==> src/rtl/alu_exec_unit.sv <==
// Execute-stage ALU: single-cycle arithmetic/compare/branch ops plus an iterative
// shift-add multiplier, valid/ready handshake on both sides, registered outputs.
module alu_exec_unit #(
  parameter int unsigned WIDTH = 16
) (
  input  logic             clk,
  input  logic             rst_n,
  input  logic             in_valid,
  output logic             in_ready,
  input  logic [5:0]       alu_ctrl,
  input  logic [WIDTH-1:0] op_a,
  input  logic [WIDTH-1:0] op_b,
  output logic             out_valid,
  input  logic             out_ready,
  output logic [WIDTH-1:0] result,
  output logic             zero,
  output logic             branch_taken
);

  localparam int unsigned ShW = $clog2(WIDTH);

  typedef enum logic [0:0] {StIdle, StMul} state_e;

  state_e           state_q, state_d;
  logic [WIDTH-1:0] acc_q, acc_d, ma_q, ma_d, mb_q, mb_d;
  logic [ShW-1:0]   cnt_q, cnt_d;
  logic             out_valid_q, out_valid_d;
  logic [WIDTH-1:0] result_q, result_d;
  logic             zero_q, zero_d;
  logic             branch_q, branch_d;

  logic [1:0]       alu_op;
  logic [3:0]       func;
  logic [ShW-1:0]   shamt;
  logic             flag;
  logic [WIDTH-1:0] arith;
  logic [WIDTH-1:0] sc_result;
  logic             sc_branch;
  logic             is_mul;
  logic             accept;
  logic [WIDTH-1:0] acc_next;

  assign alu_op   = alu_ctrl[5:4];
  assign func     = alu_ctrl[3:0];
  assign shamt    = op_b[ShW-1:0];
  assign is_mul   = (alu_op == 2'b01) && (func == 4'b1000);
  assign in_ready = (state_q == StIdle) && (!out_valid_q || out_ready);
  assign accept   = in_valid && in_ready;

  // Single-cycle datapath, evaluated on the live inputs at the accept edge.
  always_comb begin
    flag = 1'b0;
    unique case (func)
      4'b0000: flag = (op_a == op_b);
      4'b0001: flag = (op_a != op_b);
      4'b0010: flag = ($signed(op_a) < $signed(op_b));
      4'b0011: flag = (op_a < op_b);
      4'b0100: flag = ($signed(op_a) >= $signed(op_b));
      4'b0101: flag = (op_a >= op_b);
      default: flag = 1'b0;
    endcase

    arith = '0;
    unique case (func)
      4'b0000: arith = op_a + op_b;
      4'b0001: arith = op_a - op_b;
      4'b0010: arith = op_a & op_b;
      4'b0011: arith = op_a | op_b;
      4'b0100: arith = op_a ^ op_b;
      4'b0101: arith = op_a << shamt;
      4'b0110: arith = op_a >> shamt;
      4'b0111: arith = $signed(op_a) >>> shamt;
      default: arith = '0;
    endcase

    sc_result = '0;
    sc_branch = 1'b0;
    unique case (alu_op)
      2'b01:   sc_result = arith;
      2'b00:   sc_result = {{(WIDTH-1){1'b0}}, flag};
      2'b11:   sc_branch = flag;
      default: sc_result = '0;
    endcase
  end

  assign acc_next = acc_q + (mb_q[0] ? ma_q : '0);

  always_comb begin
    state_d     = state_q;
    acc_d       = acc_q;
    ma_d        = ma_q;
    mb_d        = mb_q;
    cnt_d       = cnt_q;
    result_d    = result_q;
    zero_d      = zero_q;
    branch_d    = branch_q;
    out_valid_d = out_valid_q && !out_ready;

    unique case (state_q)
      StIdle: begin
        if (accept) begin
          if (is_mul) begin
            state_d = StMul;
            acc_d   = '0;
            cnt_d   = '0;
            ma_d    = op_a;
            mb_d    = op_b;
          end else begin
            result_d    = sc_result;
            zero_d      = (sc_result == '0);
            branch_d    = sc_branch;
            out_valid_d = 1'b1;
          end
        end
      end
      StMul: begin
        acc_d = acc_next;
        ma_d  = ma_q << 1;
        mb_d  = mb_q >> 1;
        cnt_d = cnt_q + ShW'(1);
        if (cnt_q == ShW'(WIDTH - 1)) begin
          result_d    = acc_next;
          zero_d      = (acc_next == '0);
          branch_d    = 1'b0;
          out_valid_d = 1'b1;
          cnt_d       = '0;
          state_d     = StIdle;
        end
      end
      default: state_d = StIdle;
    endcase
  end

  always_ff @(posedge clk or negedge rst_n) begin
    if (!rst_n) begin
      state_q     <= StIdle;
      acc_q       <= '0;
      ma_q        <= '0;
      mb_q        <= '0;
      cnt_q       <= '0;
      out_valid_q <= 1'b0;
      result_q    <= '0;
      zero_q      <= 1'b0;
      branch_q    <= 1'b0;
    end else begin
      state_q     <= state_d;
      acc_q       <= acc_d;
      ma_q        <= ma_d;
      mb_q        <= mb_d;
      cnt_q       <= cnt_d;
      out_valid_q <= out_valid_d;
      result_q    <= result_d;
      zero_q      <= zero_d;
      branch_q    <= branch_d;
    end
  end

  assign out_valid    = out_valid_q;
  assign result       = result_q;
  assign zero         = zero_q;
  assign branch_taken = branch_q;

endmodule

==> config.mk <==
export PLATFORM = sky130hd
export DESIGN_NAME = alu_exec_unit
export DESIGN_NICKNAME = d
export VERILOG_FILES = /design/src/rtl/alu_exec_unit.sv
export SDC_FILE = /design/constraint.sdc
export NUM_CORES = 1
export LEC_CHECK = 0
export ABC_AREA = 0
export CORE_MARGIN = 2
export CORE_UTILIZATION = 25
export DETAILED_ROUTE_END_ITERATION = 16
export GPL_ROUTABILITY_DRIVEN = 0
export PLACE_DENSITY_LB_ADDON = 0.15
export SLEW_MARGIN = 10
export SYNTH_ARGS = -nofsm -noshare
export SYNTH_HDL_FRONTEND = slang
export SYNTH_SLANG_ARGS = --single-unit
==> constraint.sdc <==
create_clock -name clk -period 3.3 [get_ports clk]
set_input_delay 0.33 -clock clk [delete_from_list [all_inputs] [get_ports clk]]
set_output_delay 0.33 -clock clk [all_outputs]
set_load 0.02 [all_outputs]
Word-level counts from Yosys, hierarchy flattened
Cells that the tools add are included.
Storage, ports and cells
  flip-flop bits (word level): 72
  bits of input ports: 42
  output and inout port bits: 20
  logic and storage cells: 92
Operators by class
  eq/ne operators: 17
  shift operators: 3
  reductions and logical operators: 13
  $lt $le $gt $ge: 4
  add/sub/neg operators: 4
  bitwise logic cells: 4
  multiplexer cells: 38
Operator list (count)
  16-bit 2-to-1 mux: 10
  16-bit case mux with 2 select lines: 5
  16-bit case mux with 8 select lines: 1
  16-bit adder: 2
  16-bit greater-or-equal comparator: 2
  16-bit logical NOT: 2
  16-bit less-than comparator: 2
  16-bit bitwise AND: 1
  16-bit == test: 1
  4-bit by 3-bit == test with 1-bit output (second input constant): 4
  16-bit inequality test: 1
  16-bit bitwise OR: 1
  16-bit by 4-bit left shift with 16-bit output: 1
  16-bit by 4-bit >> shifter with 16-bit output: 1
  16-bit by 4-bit >>> shifter with 16-bit output: 1
  16-bit subtractor: 1
  16-bit XOR: 1
  1-bit 2-to-1 mux: 13
  4-bit 2-to-1 mux: 3
  4-bit by 2-bit == test with 1-bit output (second input constant): 2
  4-bit == test (second input constant): 2
  1-bit case mux with 2 select lines: 4
  4-bit case mux with 2 select lines: 1
  2-bit inequality test (second input constant): 3
  14 further kinds: 18

Logic depth before layout (Yosys ltp)
Gate-level depths: netlist (run 1).
  depth after elaboration: 7
  gate-level depth with buffers: 14
  mapped depth without buffers: 13

Least setup slack after synthesis (run 1)
No wires, ideal clock.
  path kind: in2reg
  from: input op_b[1]
  to: register result_q[9], in the netlist result[9]
  arrival: 3.328 ns
  stages: 12
  slack: -0.153 ns
  required time: 3.175 ns
  buffers on the path: 2
  setup time: 0.125 ns
  cells stage by stage: buf_2 > buf_2 > clkinv_1 > ha_1 > o21ba_2 > or4_1 > a311oi_2 > o32a_1 > nor3_1 > a211o_1 > a21bo_2 > mux2_2
Between the ends
  word-level cells in the longest chain between the ends: 6
  elaborated cells on any way between the ends: 10
  those cells by class: add/sub (2); shift (3); mux (5)
RTL lines
  start: declaration: RTL line 12  | input logic [WIDTH-1:0] op_b,
  16-bit subtractor (tied with other cells): RTL line 66  | 4'b0001: arith = op_a - op_b;
  16-bit case mux with 8 select lines *: RTL line 64  | unique case (func)
  16-bit case mux with 2 select lines *: RTL line 78  | unique case (alu_op)
  16-bit 2-to-1 mux *: RTL line 102  | if (is_mul) begin
  16-bit 2-to-1 mux *: RTL line 101  | if (accept) begin
  16-bit case mux with 2 select lines *: RTL line 99  | unique case (state_q)
  end signal: assignment: RTL line 152  | result_q <= result_d;
  end: declaration: RTL line 28  | logic [WIDTH-1:0] result_q, result_d;
Mark *: on every way between the ends. The rest lies on a longest branch, timed or not. The select of a mux whose other input is x is not followed.
A chain may end at the register's enable or synchronous reset.

Final worst setup path (run 1)
  from: input op_b[5]
  to: register result_q[9], in the netlist result[9]
Between the ends
  word-level cells in the longest chain between the ends: 6
  elaborated cells on any way between the ends: 7
  those cells by class: add/sub (2); mux (5)
RTL lines (RTL line)
  16-bit subtractor or 16-bit adder (tied branches): 66, 65
  16-bit case mux with 8 select lines *: 64
  16-bit case mux with 2 select lines *: 78
  16-bit 2-to-1 mux *: 102
  16-bit 2-to-1 mux *: 101
  16-bit case mux with 2 select lines *: 99
Marks and branches as above.

==> results of run 1 <==
-- flip-flops by register name (all words and copies together) (netlist names) --
signal / count
out_valid: 1
acc_q: 16
mb_q: 16
state_q: 1
result: 16
branch_taken: 1
cnt_q: 4
zero: 1
ma_q: 16
-- path summary, 6_finish.rpt --
kind                       depth (start not counted)        end       from
max                                               12  result[9]    op_b[5]
min                                                1  result[8]      rst_n
max reg2reg                                       13       zero    mb_q[0]
min reg2reg                                        2  result[8]  result[8]
max in group asynchronous                          1    ma_q[8]      rst_n
min in group clk                                   2  result[8]  result[8]
-- power by group through the flow --
stage,Sequential (mW),Clock (mW),Combinational (mW)
floorplan,1.61,0,2.61
global placement,1.56,0,4.52
detailed placement,1.57,0,4.52
CTS,1.56,1.00,4.59
global route,1.61,1.04,5.32
finish,1.56,0.972,4.85
-- routing by layer --
layer / global-route usage [%] / up-vias / part of all wire [%]
li1: - / 4285 / -
met1: 29.8 / 4418 / 46
met2: 33.4 / 320 / 44
met3: 3.66 / 81 / 5.8
met4: 8.67 / 0 / 4.4
met5: 0 / - / 0
-- cell type report --
cell class                      count  area, um^2  area share, %
Clock inverter                      7        61.3          0.540
Tap cell                          402         503           4.43
Timing Repair Buffer              305        2470           21.7
Clock buffer                        9         225           1.98
Sequential cell                    72        1800           15.9
Inverter                           53         200           1.76
Multi-Input combinational cell    830        6090           53.7
-- per-stage QoR --
step	setup TNS, ns	total power, mW	util, %	std cells
6_report	0	7.38	35.9	1678
5_1_grt	-0.0463	7.98	35.9	1678
4_1_cts	0	7.15	35.1	1674
3_5_place_dp	-5.50	6.09	33.9	1658
3_3_place_gp	-5.44	6.07	33.9	1658
2_1_floorplan	0	4.22	-	1025
-- worst max-delay path: cells and delay by family --
| kind | cells | cell delay (ns) |
|---|---|---|
| multiplexers | 1 | 0.25 |
| AO/OA/AOI/OAI | 6 | 1.22 |
| AND/OR/NAND/NOR | 1 | 0.48 |
| adder cells (fa/ha/maj) | 1 | 0.38 |
| buffers and inverters | 3 | 0.79 |
-- cells in the final DEF (no fill, tap or decap), types with 11 or more instances in the layout --
master	netlist	final
nand2b_1	12	12
o21ai_0	54	47
o211ai_1	17	17
clkdlybuf4s50_1	0	57
nand3_1	19	17
nor2b_1	14	14
a31oi_1	23	17
nand2_1	104	104
a21o_1	13	13
nor2_1	138	138
mux2i_1	15	15
nor3_1	26	21
o22ai_1	39	39
and2_1	22	22
a21oi_1	30	26
dfrtp_1	72	72
buf_4	0	242
inv_1	52	52
mux4_2	19	19
ha_1	67	63
xnor2_1	11	11
-- repair_timing --
item	CTS	global route
pin swaps	8	17
endpoints found under the setup margin	9	10
hold buffers	0	0
hold endpoints to repair	0	0
gates resized for setup	22	45
setup buffers	0	4
-- kinds of logic (layout without fill, tap and decap cells) --
| kind of cell | after synthesis | in the layout | synth area share [%] |
|---|---|---|---|
| AO/OA/AOI/OAI | 304 | 304 | 26.5 |
| XOR/XNOR | 16 | 16 | 1.74 |
| adder cells (fa/ha/maj) | 70 | 70 | 11.1 |
| buffers and inverters | 123 | 374 | 6.04 |
| flip-flops | 72 | 72 | 22.3 |
| multiplexers | 44 | 44 | 9.12 |
| AND/OR/NAND/NOR | 396 | 396 | 23.1 |
==> flow_summary.json, run 1 <==
{
  "vias": 9104,
  "grt_pass1_wl_mm": 54.9,
  "viasPerCell": 5.43,
  "antenna_found_initial": 0,
  "finalClockSkew_ns": 0.0147,
  "internal_power_mw": 4.03,
  "chipHeight_um": 184,
  "finalHoldViolations": 0,
  "clkLatencyLatePin_ns": 0.35,
  "synthTopCellsByCount": "138 x nor2_1, 104 x nand2_1, 72 x dfrtp_1",
  "detailedPlace.worstSlack_ns": -0.560,
  "initial_core_util_pct": 25.5,
  "wl_per_cell_um": 21.6,
  "swShare_pct": 45.4,
  "seqPwrFrac_pct": 21.1,
  "ioPinCount": 62,
  "core_area_um2": 31600,
  "ys_ff_latch": 72,
  "dr.pass1.iters": 7,
  "synth_area_um2": 8060,
  "drive_gt1_share_pct": 27.7,
  "slowest_stage": "clkdlybuf4s50_1",
  "vdd_ir_drop_max_v": 0.000440,
  "yosysSeqAreaShare_pct": 22.3,
  "rows": 65,
  "power_density_nw_per_um2": 650,
  "nets": 1383,
  "ys_top_cells_by_area": "dfrtp_1 22%, ha_1 10%, nor2_1 6.4%",
  "synth.largest_area_cell": "dfrtp_1",
  "clk_pin_slew_ns": 0.07,
  "p_clk_share_pct": 13.2,
  "cts_max_level": 3,
  "place_area_um2": 10700,
  "fillers": 3340,
  "dp_hpwl_mm": 29.1,
  "syn_nets": 1137,
  "cts_tree": "done",
  "finalWorstSetupSlack_ns": 0.0700,
  "cts_sinks": 72,
  "overflow": 0,
  "hold_path.class": "in -> async",
  "ys_async_sr_fraction_pct": 100,
  "crit_path_start_kind": "input pin",
  "antenna_cells": 0,
  "post-route-period-util_pct": 97.9,
  "whs_ns": 0.122,
  "drtAntennaViolNets": 0,
  "worst_pin_slew_ns": 0.955,
  "dieArea_um2": 33700,
  "synth_cell_types": 77,
  "combPwrFrac_pct": 65.7,
  "end_kind": "flip-flop",
  "grt_pass1_vias": 9003,
  "critPathKind": "in -> reg",
  "finalCriticalPeriod_ns": 3.23,
  "grt_max_degree": 73,
  "root_buffer": "clkbuf_16",
  "status": "completed",
  "synth_edf_count": 0,
  "area_growth_pct": 40.8,
  "synth_most_common_cell": "nor2_1",
  "cap_violations": 0,
  "crit_chain": "clkdlybuf4s50_1 -> inv_1 -> ha_1 -> or3b_2 -> a31oi_2 -> a311oi_4 -> buf_4 -> o21ai_0 -> a21oi_1 -> a211o_1 -> a21bo_2 -> mux2_2",
  "cp.arrival_ns": 3.46,
  "cp.required_ns": 3.53,
  "static-leakage-power_nw": 4.92,
  "grtUsageTotal_pct": 21.6,
  "clockBufferDepth": 2,
  "slew_violations": 0,
  "cpPeakStageDelay_ns": 0.52,
  "synth_top_cell_area_share_pct": 22.3,
  "rsz0062_at_grt": "true",
  "synth_cells": 1025,
  "die_w_um": 184,
  "clock.fmax_mhz": 310,
  "yosys_warnings": 0,
  "cts_buffers": 9,
  "cp_max_fo": 5,
  "power_switching_mw": 3.35,
  "drc_errors": 0,
  "syn_area_per_cell_um2": 7.87,
  "setup_viol": 0,
  "reg2reg_slack_ns": 0.10,
  "drt_wl_total_mm": 36.3,
  "slew_headroom_pct": 36.4,
  "io_buffers": 61,
  "ys.flop_type": "dfrtp_1",
  "fin_area_um2": 11300,
  "drt-initial-drc-count": 786
}
Note: power is estimated with default switching activity, not from simulation.
==> run 2: changes to the inputs <==
--- a/config.mk
+++ b/config.mk
@@ -5,12 +5,13 @@
 export SDC_FILE = /design/constraint.sdc
 export NUM_CORES = 1
 export LEC_CHECK = 0
-export ABC_AREA = 0
+export ABC_AREA = 1
 export CORE_MARGIN = 2
 export CORE_UTILIZATION = 25
 export DETAILED_ROUTE_END_ITERATION = 16
 export GPL_ROUTABILITY_DRIVEN = 0
 export PLACE_DENSITY_LB_ADDON = 0.15
+export SKIP_CTS_REPAIR_TIMING = 1
 export SLEW_MARGIN = 10
 export SYNTH_ARGS = -nofsm -noshare
 export SYNTH_HDL_FRONTEND = slang
==> flow_summary.json, run 2 <==
{
  "status": "completed",
  "synth_cells": 1303,
  "yosys_warnings": 0,
  "cp.required_ns": 3.53,
  "finalCriticalPeriod_ns": 2.92,
  "finalHoldViolations": 0,
  "slew_headroom_pct": 35.6,
  "crit_path_start_kind": "input pin",
  "die_w_um": 185,
  "synth_cell_types": 53,
  "ys_top_cells_by_area": "dfrtp_1 22%, nand2_1 17%, nand3_1 11%",
  "cts_tree": "done",
  "cp.arrival_ns": 3.15,
  "antenna_cells": 0,
  "core_area_um2": 32400,
  "cts_max_level": 3,
  "rows": 66,
  "rsz0062_at_grt": "false",
  "clock.fmax_mhz": 342,
  "critPathKind": "in -> reg",
  "synth_most_common_cell": "nand2_1",
  "vdd_ir_drop_max_v": 0.000294,
  "io_buffers": 61,
  "cp_max_fo": 7,
  "reg2reg_from": "mb_q[0]",
  "cp-endpoint": "zero",
  "fin_area_um2": 10100,
  "overflow": 0,
  "wl_per_cell_um": 18.8,
  "static-leakage-power_nw": 5.06,
  "synth_area_um2": 8180,
  "vias": 9086,
  "syn_nets": 1415,
  "drive_gt1_share_pct": 12.9,
  "layout_commonest_cell": "nand2_1",
  "whs_ns": 0.123,
  "area_growth_pct": 22.9,
  "r2r_cells": 14,
  "clk_pin_slew_ns": 0.06,
  "drt-initial-drc-count": 705,
  "finalClockSkew_ns": 0.00802,
  "setup_viol": 0,
  "ys.flop_type": "dfrtp_1",
  "clkLatencyLatePin_ns": 0.34,
  "grt_pass1_wl_mm": 53.1,
  "nets": 1523,
  "fin_cells": 1858,
  "power_density_nw_per_um2": 619,
  "synth.largest_area_cell": "dfrtp_1",
  "dieArea_um2": 34200,
  "dr.pass1.iters": 5,
  "synth_edf_count": 0,
  "root_buffer": "clkbuf_16",
  "drtAntennaViolNets": 0,
  "final_cell_mix": "370 x nand2_1, 174 x nand3_1, 130 x nor2_1, 109 x inv_1, 88 x buf_4",
  "worst_pin_slew_ns": 0.967,
  "final.setup.tns_ns": 0,
  "clockBufferDepth": 2,
  "reg2reg_slack_ns": 0.40,
  "yosysSeqAreaShare_pct": 22.0,
  "cts_buffers": 9,
  "grtUsageTotal_pct": 20.7,
  "hold_path.class": "in -> async",
  "place_area_um2": 9710,
  "startpoint": "op_a[7]",
  "chipHeight_um": 185,
  "ys_ff_latch": 72,
  "antenna_found_initial": 0,
  "grt_max_degree": 73,
  "slew_violations": 0,
  "dp_hpwl_mm": 28.4,
  "crit-reg2reg-capture": "zero",
  "syn_area_per_cell_um2": 6.28,
  "synth_top_cell_area_share_pct": 22.0,
  "drc_errors": 0,
  "cts_sinks": 72,
  "viasPerCell": 4.89,
  "drt_wl_total_mm": 35.0,
  "initial_core_util_pct": 25.3,
  "end_kind": "flip-flop",
  "grt_pass1_vias": 8945,
  "dp.cells": 1842,
  "cap_violations": 0,
  "synthTopCellsByCount": "370 x nand2_1, 174 x nand3_1, 131 x nor2_1",
  "ioPinCount": 62,
  "post-route-period-util_pct": 88.5,
  "ys_async_sr_fraction_pct": 100
}
-- run 2: power by group --
group | total (mW) | internal (mW) | switching [mW] | leakage (nW)
Sequential | 1.60 | 1.31 | 0.282 | 0.867
Clock | 1.11 | 0.725 | 0.389 | 0.169
Combinational | 3.52 | 1.42 | 2.10 | 4.03
Total | 6.22 | 3.45 | 2.77 | 5.06
-- run 2: worst max-delay path, cell delays in order --
cell and delay [ns]:
clkdlybuf4s50_1 0.56, inv_1 0.14, ha_1 0.45, inv_2 0.14, nand2_1 0.11, nor2_2 0.22, nand3_2 0.14, a21oi_1 0.27
nor2_1 0.06, nand2_1 0.06, nand3_1 0.07, nand3_1 0.12, nand2_1 0.11, nand3_1 0.13, nor2_1 0.04, nand3_1 0.07
nand2_1 0.05, nand2_1 0.05, nand2_1 0.04
-- run 2: worst min path at each step --
stage,depth (start not counted),end,slack (ns),start
floorplan,0,acc_q[0],0.03,rst_n
global placement,2,result[6],0.47,result[6]
detailed placement,2,acc_q[10],0.47,acc_q[10]
CTS,1,mb_q[0],0.19,rst_n
global route,1,acc_q[1],0.21,rst_n
finish,1,acc_q[10],0.12,rst_n
-- run 2: kinds of logic (layout without fill, tap and decap cells) --
logic type                 count (synthesis)  count (layout)  share of synthesized area [%]
and+or+nand+nor                          755             755                           40.5
DFF                                       72              72                           22.0
AOI/OAI and AO/OA                        203             203                           15.0
xor gates and xnor gates                  15              15                           1.61
adders and majority gates                 70              70                           11.0
buffers and inverters                    188             301                           9.82
-- run 2: per-stage QoR --
step	util, %	total power [mW]	setup slack, ns
after floorplan	-	3.93	0.694
after global routing	31.1	6.80	0.144
after global placement	30.0	5.13	0.101
final	31.1	6.22	0.380
after CTS	31.0	6.27	0.234
after detailed placement	30.0	5.13	0.0905
-- run 2: per-layer routing --
| layer | global-route usage, % | vias up | part of all wire, % |
|---|---|---|---|
| li1 | - | 4533 | - |
| met1 | 26.9 | 4246 | 45 |
| met2 | 34.4 | 249 | 46 |
| met3 | 2.22 | 58 | 3.9 |
| met4 | 9.87 | 0 | 4.8 |
| met5 | 0 | - | 0 |
-- run 2: area by class of cell --
type | count | area (um^2)
repair buffers | 148 | 1260
inverters | 137 | 519
flip-flops and latches | 72 | 1800
well taps | 442 | 553
fillers | 3692 | 22300
clock buffers | 12 | 267
clock inverters | 4 | 73.8
multi-input cells | 1043 | 5580
